--- config.mk ---
export PLATFORM = sky130hd
export DESIGN_NAME = gzip_bit_packer
export DESIGN_NICKNAME = d
export VERILOG_FILES = /design/src/rtl/gzip_bit_packer.sv
export SDC_FILE = /design/constraint.sdc
export NUM_CORES = 1
export LEC_CHECK = 0
export CELL_PAD_IN_SITES_DETAIL_PLACEMENT = 1
export CELL_PAD_IN_SITES_GLOBAL_PLACEMENT = 2
export CORE_UTILIZATION = 35
export CTS_BUF_LIST = sky130_fd_sc_hd__clkbuf_4
export CTS_CLUSTER_SIZE = 20
export DETAILED_ROUTE_END_ITERATION = 10
export DONT_BUFFER_PORTS = 1
export PLACE_DENSITY_LB_ADDON = 0.1
export SYNTH_ARGS = -nofsm -noshare
export SYNTH_HDL_FRONTEND = slang
export SYNTH_SLANG_ARGS = --single-unit
--- constraint.sdc ---
create_clock -name clk -period 5.2 [get_ports clk]
set_clock_uncertainty 0.1 [all_clocks]
set_input_delay 1.3 -clock clk [delete_from_list [all_inputs] [get_ports clk]]
set_output_delay 1.3 -clock clk [all_outputs]
set_load 0.05 [all_outputs]
--- src/rtl/gzip_bit_packer.sv ---
// gzip_bit_packer: packs variable-length DEFLATE bit fields LSB-first into 32-bit output words.
// Latency: a field that completes a word shows up on fifo_wr_en/fifo_din two edges after acceptance.
// Backpressure: fifo_afull stalls every write and drops code_ready once more than one word is pending.
// Build option: define GZIP_PACKER_BYTE_SWAP_EN to put the first stream byte in fifo_din[31:24].
module gzip_bit_packer #(
  parameter int CODE_WIDTH = 32,
  parameter int ACC_WIDTH  = 64   // must be at least 2*CODE_WIDTH
) (
  input  logic                  clk,
  input  logic                  rst_n,
  input  logic                  code_valid,
  input  logic [CODE_WIDTH-1:0] code_bits,
  input  logic [5:0]            code_len,
  output logic                  code_ready,
  input  logic                  flush_req,
  output logic                  flush_busy,
  output logic                  flush_done,
  input  logic                  fifo_afull,
  output logic                  fifo_wr_en,
  output logic [31:0]           fifo_din,
  output logic [31:0]           out_bytes
);

  localparam int CNT_W = $clog2(ACC_WIDTH + 1);
  localparam int WORD  = 32;

  localparam logic [CNT_W-1:0] WORD_CNT     = CNT_W'(WORD);
  localparam logic [CNT_W-1:0] CODE_LEN_MAX = CNT_W'(CODE_WIDTH);

  typedef enum logic {
    ST_RUN,
    ST_FLUSH
  } state_t;

  state_t               state;
  logic [ACC_WIDTH-1:0] acc;        // bits at or above bit_cnt are always zero
  logic [CNT_W-1:0]     bit_cnt;
  logic                 rdy_en;     // holds code_ready low for the first cycle out of reset

  logic [CNT_W-1:0]     len_ext;
  logic [CNT_W-1:0]     len_eff;
  logic [ACC_WIDTH-1:0] field_ext;
  logic                 take;
  logic                 wr_now;
  logic                 last_now;
  logic [ACC_WIDTH-1:0] acc_base;
  logic [CNT_W-1:0]     cnt_base;
  logic [ACC_WIDTH-1:0] acc_nxt;
  logic [CNT_W-1:0]     cnt_nxt;
  logic [CNT_W-1:0]     pad_bytes;
  logic [31:0]          add_bytes;

  // Output word byte order; the swapped order matches the host's word swap.
  function automatic logic [31:0] pack_word(input logic [31:0] w);
`ifdef GZIP_PACKER_BYTE_SWAP_EN
    return {w[7:0], w[15:8], w[23:16], w[31:24]};
`else
    return w;
`endif
  endfunction

  // Accept new fields only in RUN while at most one full word is pending.
  always_comb begin
    code_ready = rst_n && rdy_en && (state == ST_RUN) && (bit_cnt <= WORD_CNT);
  end

  // Clamp the length to CODE_WIDTH and mask off bits at or above it.
  always_comb begin
    len_ext   = CNT_W'(code_len);
    len_eff   = (len_ext > CODE_LEN_MAX) ? CODE_LEN_MAX : len_ext;
    field_ext = ACC_WIDTH'(code_bits) & ~({ACC_WIDTH{1'b1}} << len_eff);
    take      = code_valid && code_ready;
  end

  // Decide this cycle's write and whether it ends a flush.
  always_comb begin
    wr_now   = 1'b0;
    last_now = 1'b0;
    if (state == ST_RUN) begin
      wr_now = (bit_cnt >= WORD_CNT) && !fifo_afull;
    end else begin
      // In FLUSH, any pending bits are written; a word holding 32 or fewer
      // bits is the last one, and an empty accumulator finishes immediately.
      wr_now   = (bit_cnt != '0) && !fifo_afull;
      last_now = (bit_cnt <= WORD_CNT) && ((bit_cnt == '0) || !fifo_afull);
    end
  end

  // Retire the written word, then place any accepted field above what remains.
  always_comb begin
    acc_base = acc;
    cnt_base = bit_cnt;
    if (wr_now) begin
      acc_base = acc >> WORD;
      if (bit_cnt >= WORD_CNT) begin
        cnt_base = bit_cnt - WORD_CNT;
      end else begin
        cnt_base = '0;
      end
    end
    acc_nxt = acc_base;
    cnt_nxt = cnt_base;
    if (take) begin
      acc_nxt = acc_base | (field_ext << cnt_base);
      cnt_nxt = cnt_base + len_eff;
    end
  end

  // Bytes credited per write: 4 for a full word, only the occupied bytes for a padded one.
  always_comb begin
    pad_bytes = (bit_cnt + CNT_W'(7)) >> 3;
    add_bytes = (bit_cnt >= WORD_CNT) ? 32'd4 : 32'(pad_bytes);
  end

  // State, accumulator and registered outputs; reset drops any pending bits.
  always_ff @(posedge clk) begin
    if (!rst_n) begin
      state      <= ST_RUN;
      acc        <= '0;
      bit_cnt    <= '0;
      rdy_en     <= 1'b0;
      flush_busy <= 1'b0;
      flush_done <= 1'b0;
      fifo_wr_en <= 1'b0;
      fifo_din   <= '0;
      out_bytes  <= '0;
    end else begin
      rdy_en     <= 1'b1;
      acc        <= acc_nxt;
      bit_cnt    <= cnt_nxt;
      fifo_wr_en <= wr_now;
      flush_done <= 1'b0;
      if (wr_now) begin
        // Bits above bit_cnt are zero already, so a padded word needs no extra masking.
        fifo_din  <= pack_word(acc[31:0]);
        out_bytes <= out_bytes + add_bytes;
      end
      case (state)
        ST_RUN: begin
          if (flush_req) begin
            state      <= ST_FLUSH;
            flush_busy <= 1'b1;
          end
        end
        ST_FLUSH: begin
          if (last_now) begin
            state      <= ST_RUN;
            flush_busy <= 1'b0;
            flush_done <= 1'b1;
          end
        end
        default: begin
          state      <= ST_RUN;
          flush_busy <= 1'b0;
        end
      endcase
    end
  end

endmodule

==> results of run 1 <==
[cell families (layout without fill, tap and decap cells)]
logic type,after synthesis,in the layout,synth area share [%]
buffers and inverters,119,79,5.41
multiplexers,59,59,7.17
AO/OA/AOI/OAI,356,356,27.8
XOR/XNOR,30,30,2.99
adder cells (fa/ha/maj),13,13,2.02
flip-flops,140,140,31.9
AND/OR/NAND/NOR,447,447,22.8
other,0,1,0
[layer usage]
layer	up-vias	routed length, um	global-route usage (%)
met4	0	840	8.48
li1	4134	-	-
met2	248	14600	39.8
met1	4215	15700	34.7
met3	50	1930	5.66
met5	-	0	0
[final cells by class]
class	instances	area, um^2	share of cell area, %
multi-input cells	905	5540	59.2
flip-flops and latches	140	2800	30.0
inverters	25	95.1	1.02
clock buffers	17	128	1.36
diodes	1	2.50	0.0267
repair buffers	22	190	2.03
well taps	324	405	4.33
clock inverters	15	198	2.11
[cells in the final DEF (no fill, tap or decap), types with 13 or more instances in the layout]
cell	synthesis	layout
sky130_fd_sc_hd__nand2_1	183	183
sky130_fd_sc_hd__dfxtp_1	140	140
sky130_fd_sc_hd__nor2_1	133	132
sky130_fd_sc_hd__a21oi_1	78	78
sky130_fd_sc_hd__o21ai_0	69	69
sky130_fd_sc_hd__mux2i_1	45	45
sky130_fd_sc_hd__inv_1	23	23
sky130_fd_sc_hd__a31oi_1	22	22
sky130_fd_sc_hd__nand3_1	22	21
sky130_fd_sc_hd__buf_4	0	20
sky130_fd_sc_hd__or3_1	17	17
sky130_fd_sc_hd__xor2_1	17	17
sky130_fd_sc_hd__clkbuf_4	0	17
sky130_fd_sc_hd__a211oi_1	16	16
sky130_fd_sc_hd__a22oi_1	16	16
sky130_fd_sc_hd__and3_1	16	15
sky130_fd_sc_hd__nor3_1	15	14
sky130_fd_sc_hd__nand4_1	13	13
sky130_fd_sc_hd__xnor2_1	13	13
sky130_fd_sc_hd__a21o_1	13	13
[flip-flops by register name, summed over array words and instances, names as in the netlist]
signal	flops
acc	64
fifo_din	32
out_bytes	32
bit_cnt	7
fifo_wr_en	1
flush_busy	1
flush_done	1
rdy_en	1
state	1
[synth_stat cells, types with 12 or more instances]
cell | number | area (um^2)
sky130_fd_sc_hd__dfxtp_1 | 140 | 2800
sky130_fd_sc_hd__inv_1 | 23 | 86.3
sky130_fd_sc_hd__a31oi_1 | 22 | 138
sky130_fd_sc_hd__mux2i_1 | 45 | 450
sky130_fd_sc_hd__nand4_1 | 13 | 81.3
sky130_fd_sc_hd__nand2_1 | 183 | 687
sky130_fd_sc_hd__and3_1 | 16 | 100
sky130_fd_sc_hd__o21ai_0 | 69 | 345
sky130_fd_sc_hd__xnor2_1 | 13 | 114
sky130_fd_sc_hd__or3_1 | 17 | 106
sky130_fd_sc_hd__xor2_1 | 17 | 149
sky130_fd_sc_hd__nor3_1 | 15 | 75.1
sky130_fd_sc_hd__o221ai_1 | 12 | 105
sky130_fd_sc_hd__o211ai_1 | 12 | 90.1
sky130_fd_sc_hd__a21oi_1 | 78 | 390
sky130_fd_sc_hd__nor2_1 | 133 | 499
sky130_fd_sc_hd__mux2_2 | 12 | 135
sky130_fd_sc_hd__nand3_1 | 22 | 110
sky130_fd_sc_hd__clkbuf_1 | 71 | 267
sky130_fd_sc_hd__a21o_1 | 13 | 97.6
sky130_fd_sc_hd__a211oi_1 | 16 | 120
sky130_fd_sc_hd__a22oi_1 | 16 | 120
[worst max-delay path, stage by stage, from the launching register on]
cell                      delay [ps]
sky130_fd_sc_hd__dfxtp_1         630
sky130_fd_sc_hd__nor4_1          650
sky130_fd_sc_hd__a31oi_1         380
sky130_fd_sc_hd__nor3_2          780
[metrics by stage]
step	setup WS, ps	power [mW]	instances
floorplan	868	1.66	1164
global placement	934	1.85	1416
detailed placement	949	1.86	1416
CTS	699	2.70	1448
global route	575	2.81	1449
finish	806	2.67	1449
[how the worst max path moves through the flow]
stage	startpoint	end	cells after the start
4_1_cts	bit_cnt[0]	code_ready	3
3_5_place_dp	code_len[2]	acc[22]	8
6_report	bit_cnt[0]	code_ready	3
5_1_grt	bit_cnt[0]	code_ready	3
3_3_place_gp	code_len[2]	acc[54]	8
2_1_floorplan	rst_n	code_ready	4
[power groups by stage]
stage,clock [mW],sequential [mW],combinational (mW)
finish,0.833,1.21,0.624
global route,0.902,1.22,0.687
CTS,0.861,1.21,0.624
detailed placement,0,1.23,0.621
global placement,0,1.24,0.617
floorplan,0,1.21,0.454
==> results list, run 1 <==
- Status: complete, no violations
- The floorplan step set the die width to ~160 um.
- # port buffers: 0
* # hold bufs at CTS: 0
- Static power due to leakage: between 3 and 4 nW
- Number of detailed-routing iterations run before antenna repair: 5
- Max Root-Sink Buffers: 2
* Portion of the post-synthesis area used by sequential elements: approximately a third
- The worst setup path is of the reg2out kind.
- For this run, asynchronously set or reset flops after synthesis account for 0%.
- Buffers inserted during clock tree synthesis total 17.
- Estimated wirelength of the detail-placed design: 24000 um
- Synthesis produced a netlist whose cell count is 1164.
* Share of the clock period used by the worst path: approximately 85%
- Headroom to the max-slew limit came out at a little under a third.
- Total of warnings raised by yosys: 0
- Across all register-to-register paths, the minimum setup slack is roughly 1200 ps.
- Yosys mapped a number of flops with a built-in enable equal to 0.
- GRT Residual Overflow: 0
* Synthesized cell area: 8800 um^2
* Wirelength, routed: 33100 um
- The H-tree was split into 4 levels.
* Startpoint of the tightest hold check path: acc[31]
- Number of rows in the core area: 57
* Required time reported for the critical path endpoint: ~3800 ps
- Clock transition time at the flip-flop clock pins of the worst setup and hold paths: roughly 140 ps
* Final setup viols: 0
- Fin Hold WS: 365 ps
- Cell internal power was estimated by the tool at between 1.5 and 2 mW.
* Destination of the worst hold path: fifo_din[31]
* RePlAce Congestion: around 0.9
- After detailed routing, the number of remaining DRC violations is 0.
- Critical register-to-register path endpoint: acc[22]
* Number of clock sinks seen by CTS: 140
* R2R cell count: 13
* Wire length of the first global-routing pass: approximately 50000 um
- Via count of the first global-routing pass: between 8000 and 9000
- Number of cells on the worst hold path: 2
- Dividing the detail-routed via count by the number of cells gives 5.97.
- Power spent charging and discharging nets: 1.02 mW
* CP max FO: 23
* Combinational power share: between 20% and 30%
- Of the total power, the share spent switching nets is roughly two fifths.
* Max Transition Viols Final: 0
- Cells with a size suffix above 1 make up roughly 7.9% of the layout.
- Ys flop type: sky130_fd_sc_hd__dfxtp_1
* Capturing element type of the critical path: output port
- Total track usage: roughly a quarter
- The later pin in the worst-skew pair is clocked with a latency of around 570 ps.
- Core footprint: ~24000 um^2
- The share of total power dissipated in the clock network is between 30% and 40%.
- At the worst endpoint, the arrival time is approximately 3000 ps.
- From synthesis to final layout, the design area changed by 6.37%.
- For this run, the top clock speed supported by timing is about 230 MHz.
- Entering global routing, the biggest net connects 59 pins.
- Final Hold Fails: 0
- For the final routed database, the setup TNS stands at 0 ps.
* Register bit count reported by yosys: between 100 and 150
- The number of nets handed over by synthesis was around 1200.
- The die is about 160 um tall.
- The number of setup buffers added after CTS is 0.
- Max-cap violations in this run came to 0.
- The startpoint identified for the worst register-to-register timing path is bit_cnt[5].
- For this configuration, the core starts out at a cell density of 36.0%.
- The tree is rooted in a sky130_fd_sc_hd__clkbuf_4.
- Once detail routing completed, the nets flagged for antenna violations numbered 0.
- The die covers 25800 um^2.
* Net count reported at finish: 1167
* Power density cells: between 200 and 300 nW/um^2
* DP Area: 9030 um^2
- Hold/Removal Path Class: reg2reg
* Initial antenna violation count: 1
- Average footprint of a synthesized cell: roughly 7.6 um^2
- Cells fill a little under two fifths of the core in the end.
* Count of instances resized after the clock tree is built: 0
- Layout fillers: ~3000
* Worst ir drop on vdd: between 0.00015 and 0.0002 V
- After layout, the minimum clock period comes to 4390 ps.
- Sequential share of power: a little under half
- After detailed routing, the average wire length per cell comes to approximately 23 um.
- Ports placed on the boundary: between 100 and 150
- CTS tree: done
* Worst slew pin tran: 1020 ps
- The detailed router placed 8647 vias in this run.
* Post-route design area: approximately 9400 um^2
- Setup repair after global routing left no endpoint under its margin.
- The netlist uses 75 different library cells.
* Crit path launch type: flip-flop
- Number of design-rule violations left by the first detailed-router iteration: between 600 and 700
Power figures use the tool's default switching activity.
==> run 2, diff against run 1 <==
==> constraint.sdc (replaced) <==
create_clock -name clk -period 4.1 [get_ports clk]
set_clock_uncertainty 0.1 [all_clocks]
set_input_delay 1.025 -clock clk [delete_from_list [all_inputs] [get_ports clk]]
set_output_delay 1.025 -clock clk [all_outputs]
set_load 0.05 [all_outputs]
==> run 2 against run 1 <==
Cell count is 1.7% higher. Sequential share of layout area down 0.49 points. Worst setup slack worse by 350 ps. Via count rose by 0.60%. First-iteration DRC count is 4.6% lower. Utilization up 0.63 points. Critical path depth rose by 9. Global-route usage is 0.60 points higher. Sequential power is 26% higher. Sequential cell count unchanged. Count of clock-buffer cells in the layout stayed put. Critical path type is now reg2reg. Largest cell class unchanged.
==> results list, run 2 (same netlist as run 1, synthesis figures left out) <==
- The root buffer cell chosen for the clock tree is sky130_fd_sc_hd__clkbuf_4.
* Required time reported for the critical path endpoint: 4450 ps (+650 ps)
* Worst slew pin tran: 832 ps (-187 ps)
- Static power due to leakage: 3.65 nW (+3.3%)
* Clock insertion delay at the later pin of the skew report: 570 ps (about the same)
* Flip-flop count of the largest register, all copies and words added: 64 (unchanged)
* Reg2Reg Setup Slack: 450 ps (-790 ps)
- The number of H-tree levels is 4 (unchanged).
- The count of final setup violators was 0 (unchanged).
- The total power divided by cell area is 356 nW/um^2 (+25%).
- The maximum fanout encountered on the critical timing path came to 22 (-4.3%).
- The clock slew at the register clock pins of the worst setup and hold paths is 160 ps (+20 ps).
- The arrival time reported for the critical path endpoint was 3990 ps (+1000 ps).
- Largest reg by FF count: acc
* Ports placed on the boundary: 111 (unchanged)
- The chip height came to 161 um (unchanged).
* Area growth, synth to finish: 8.14%
* Total track usage: 26.1% (+0.60 points)
* Status: complete, no violations
- Share of the clock period used by the worst path: approximately nine tenths
* Post CTS Setup Buffer Count: 0 (unchanged)
* Max Transition Viols Final: 0 (unchanged)
* # hold bufs at CTS: 0 (unchanged)
* Standard cell with the maximum stage delay on the critical path: sky130_fd_sc_hd__a311oi_1
* Top Registers: acc x64, fifo_din x32, out_bytes x32
- The routed length per placed instance came to 22.5 um (-1.6%).
* Worst ir drop on vdd: 0.000172 V (+7.6%)
* Unrepaired setup endpoints after global routing: no
- The final non-filler cell total came to 1474 (+1.7%).
- Startpoint of the tightest hold check path: acc[6]
- In this run the critical register-to-register path is captured at acc[21].
- The via count normalized by instance count was 5.90 (-1.1%).
- Wirelength, routed: 33100 um (about the same)
- Maximum number of pins on one net before global-route repair: 73 (+24%)
* Highest-count cells in the layout ignoring fill and taps: sky130_fd_sc_hd__nand2_1 (183), sky130_fd_sc_hd__dfxtp_1 (140), sky130_fd_sc_hd__nor2_1 (133), sky130_fd_sc_hd__a21oi_1 (78), sky130_fd_sc_hd__o21ai_0 (69)
* Hold/Removal Path Class: reg2reg
* Post-route design area: 9510 um^2 (+1.7%)
- Critical path's most frequent cell: sky130_fd_sc_hd__a211oi_1
- CP max stage delay: 580 ps (-200 ps)
- The share of post-route cells with drive strength above 1 came to 9.83% (+1.9 points).
- TritonCTS built the clock tree.
- The detailed router's first-iteration violation count is 599 (-4.6%).
- Num CTS Buffers: 17 (unchanged)
* Max Root-Sink Buffers: 2 (unchanged)
* Most common cell after layout, fill and taps aside: sky130_fd_sc_hd__nand2_1
* Number of vias after detailed routing: 8699 (+0.60%)
* Time the final worst path needs with I/O delays and setup: 3650 ps
* Via count of the first global-routing pass: 8852 (+3.4%)
- R2R cell count: 12 (-1)
- Crit path launch type: flip-flop
* Number of detailed-routing iterations run before antenna repair: 5 (unchanged)
* Initial antenna violation count: 1 (unchanged)
* DP Area: 9190 um^2 (+1.8%)
- The global route total overflow was 0 (unchanged).
- The number of hold-slack violations in the final timing report came to 0 (unchanged).
- Residual antenna-violating net count after detailed routing: 0 (unchanged)
- The core area came to 24500 um^2 (unchanged).
- Net count reported at finish: 1192 (+2.1%)
- The worst hold path cell count was 2 (unchanged).
* Critical path launch point: bit_cnt[5]
- R2R Path Start: bit_cnt[5]
- Count of instances resized after the clock tree is built: 0 (unchanged)
* Cells after DPL: 1441 (+1.8%)
- Estimated wirelength of the detail-placed design: 24400 um (+1.5%)
* Layout fillers: 3025 (-0.49%)
- The floorplan die width came to 161 um (unchanged).
* Destination of the worst hold path: fifo_din[6]
- The number of buffer cells added on primary ports was 0 (unchanged).
- By startpoint and endpoint, the worst setup path is classified as reg2reg.
- The number of remaining DRC errors came to 0 (unchanged).
- The number of rows created at floorplan is 57 (unchanged).
- The wire length of the first global-routing pass was 52500 um (+2.2%).
- Relative slew slack: 44.1% (+13 points)
- Maximum clock frequency: 274 MHz
- Number of clock sinks seen by CTS: 140 (unchanged)
- Capturing element type of the critical path: flip-flop
* Starting density of the core: 36.0% (unchanged)
- Summed negative setup slack over all endpoints: 0 ps (unchanged)
- The placer's final routability congestion estimate is 0.914 (+3.8%).
* Ordered list of cells on the worst path: inv_1, ha_1, nand3b_1, nand2_1, inv_1, buf_4, a311oi_1, a211oi_1, a211oi_1, a211oi_1, a21oi_1, o32ai_1
* Maxcap violations: 0 (unchanged)
- The total die area was 25800 um^2 (unchanged).
* Overall Power: 3.38 mW (+27%)
run 2: changes by cell type in the layout (fill, tap and decap cells not counted), sizes merged:
| cell | previous run | this run |
|---|---|---|
| buf | 22 | 47 |
| clkinv | 4 | 3 |
| inv | 33 | 34 |
run 2: critical path: cells and delay by family, from the launching register on:
family / cells / cell delay [ps]
AO/OA/AOI/OAI: 6 / 1700
AND/OR/NAND/NOR: 2 / 480
buffers and inverters: 3 / 440
adder cells (fa/ha/maj): 1 / 410
flip-flops: 1 / 400
run 2: worst max-delay path by stage:
stage / slack (ps) / to
4_1_cts: 520 / acc[57]
3_3_place_gp: 370 / acc[50]
5_1_grt: 160 / acc[21]
6_report: 450 / acc[21]
2_1_floorplan: 60 / bit_cnt[5]
3_5_place_dp: 370 / acc[50]
run 2: routing by layer:
metal | track usage (%) | part of all wire [%]
met5 | 0 | 0
met4 | 7.40 | 2.0
met3 | 4.67 | 4.0
met2 | 42.3 | 46
met1 | 35.5 | 48
run 2: final cells by class:
cell class	instances	area [um^2]	share of cell area (%)
sequential	140	2800	29.5
clock inverter	15	193	2.03
multi-input combinational	905	5530	58.2
clock buffer	17	128	1.34
tap	324	405	4.26
antenna	1	2.50	0.0263
timing repair buffer	47	353	3.71
inverter	25	95.1	1.00
run 2: report_power, final:
group	switching, mW	leakage, nW	internal [mW]
clock network	0.639	0.171	0.398
logic	0.538	2.35	0.275
registers	0.103	1.13	1.43
run 2: through the flow:
step                utilization [%]  worst slack [ps]  hold slack [ps]
CTS                            38.9               518              312
detailed placement             37.6               373              350
global route                   38.9               157              323
finish                         38.9               455              349
floorplan                         -              56.7              321
global placement               37.6               366              334
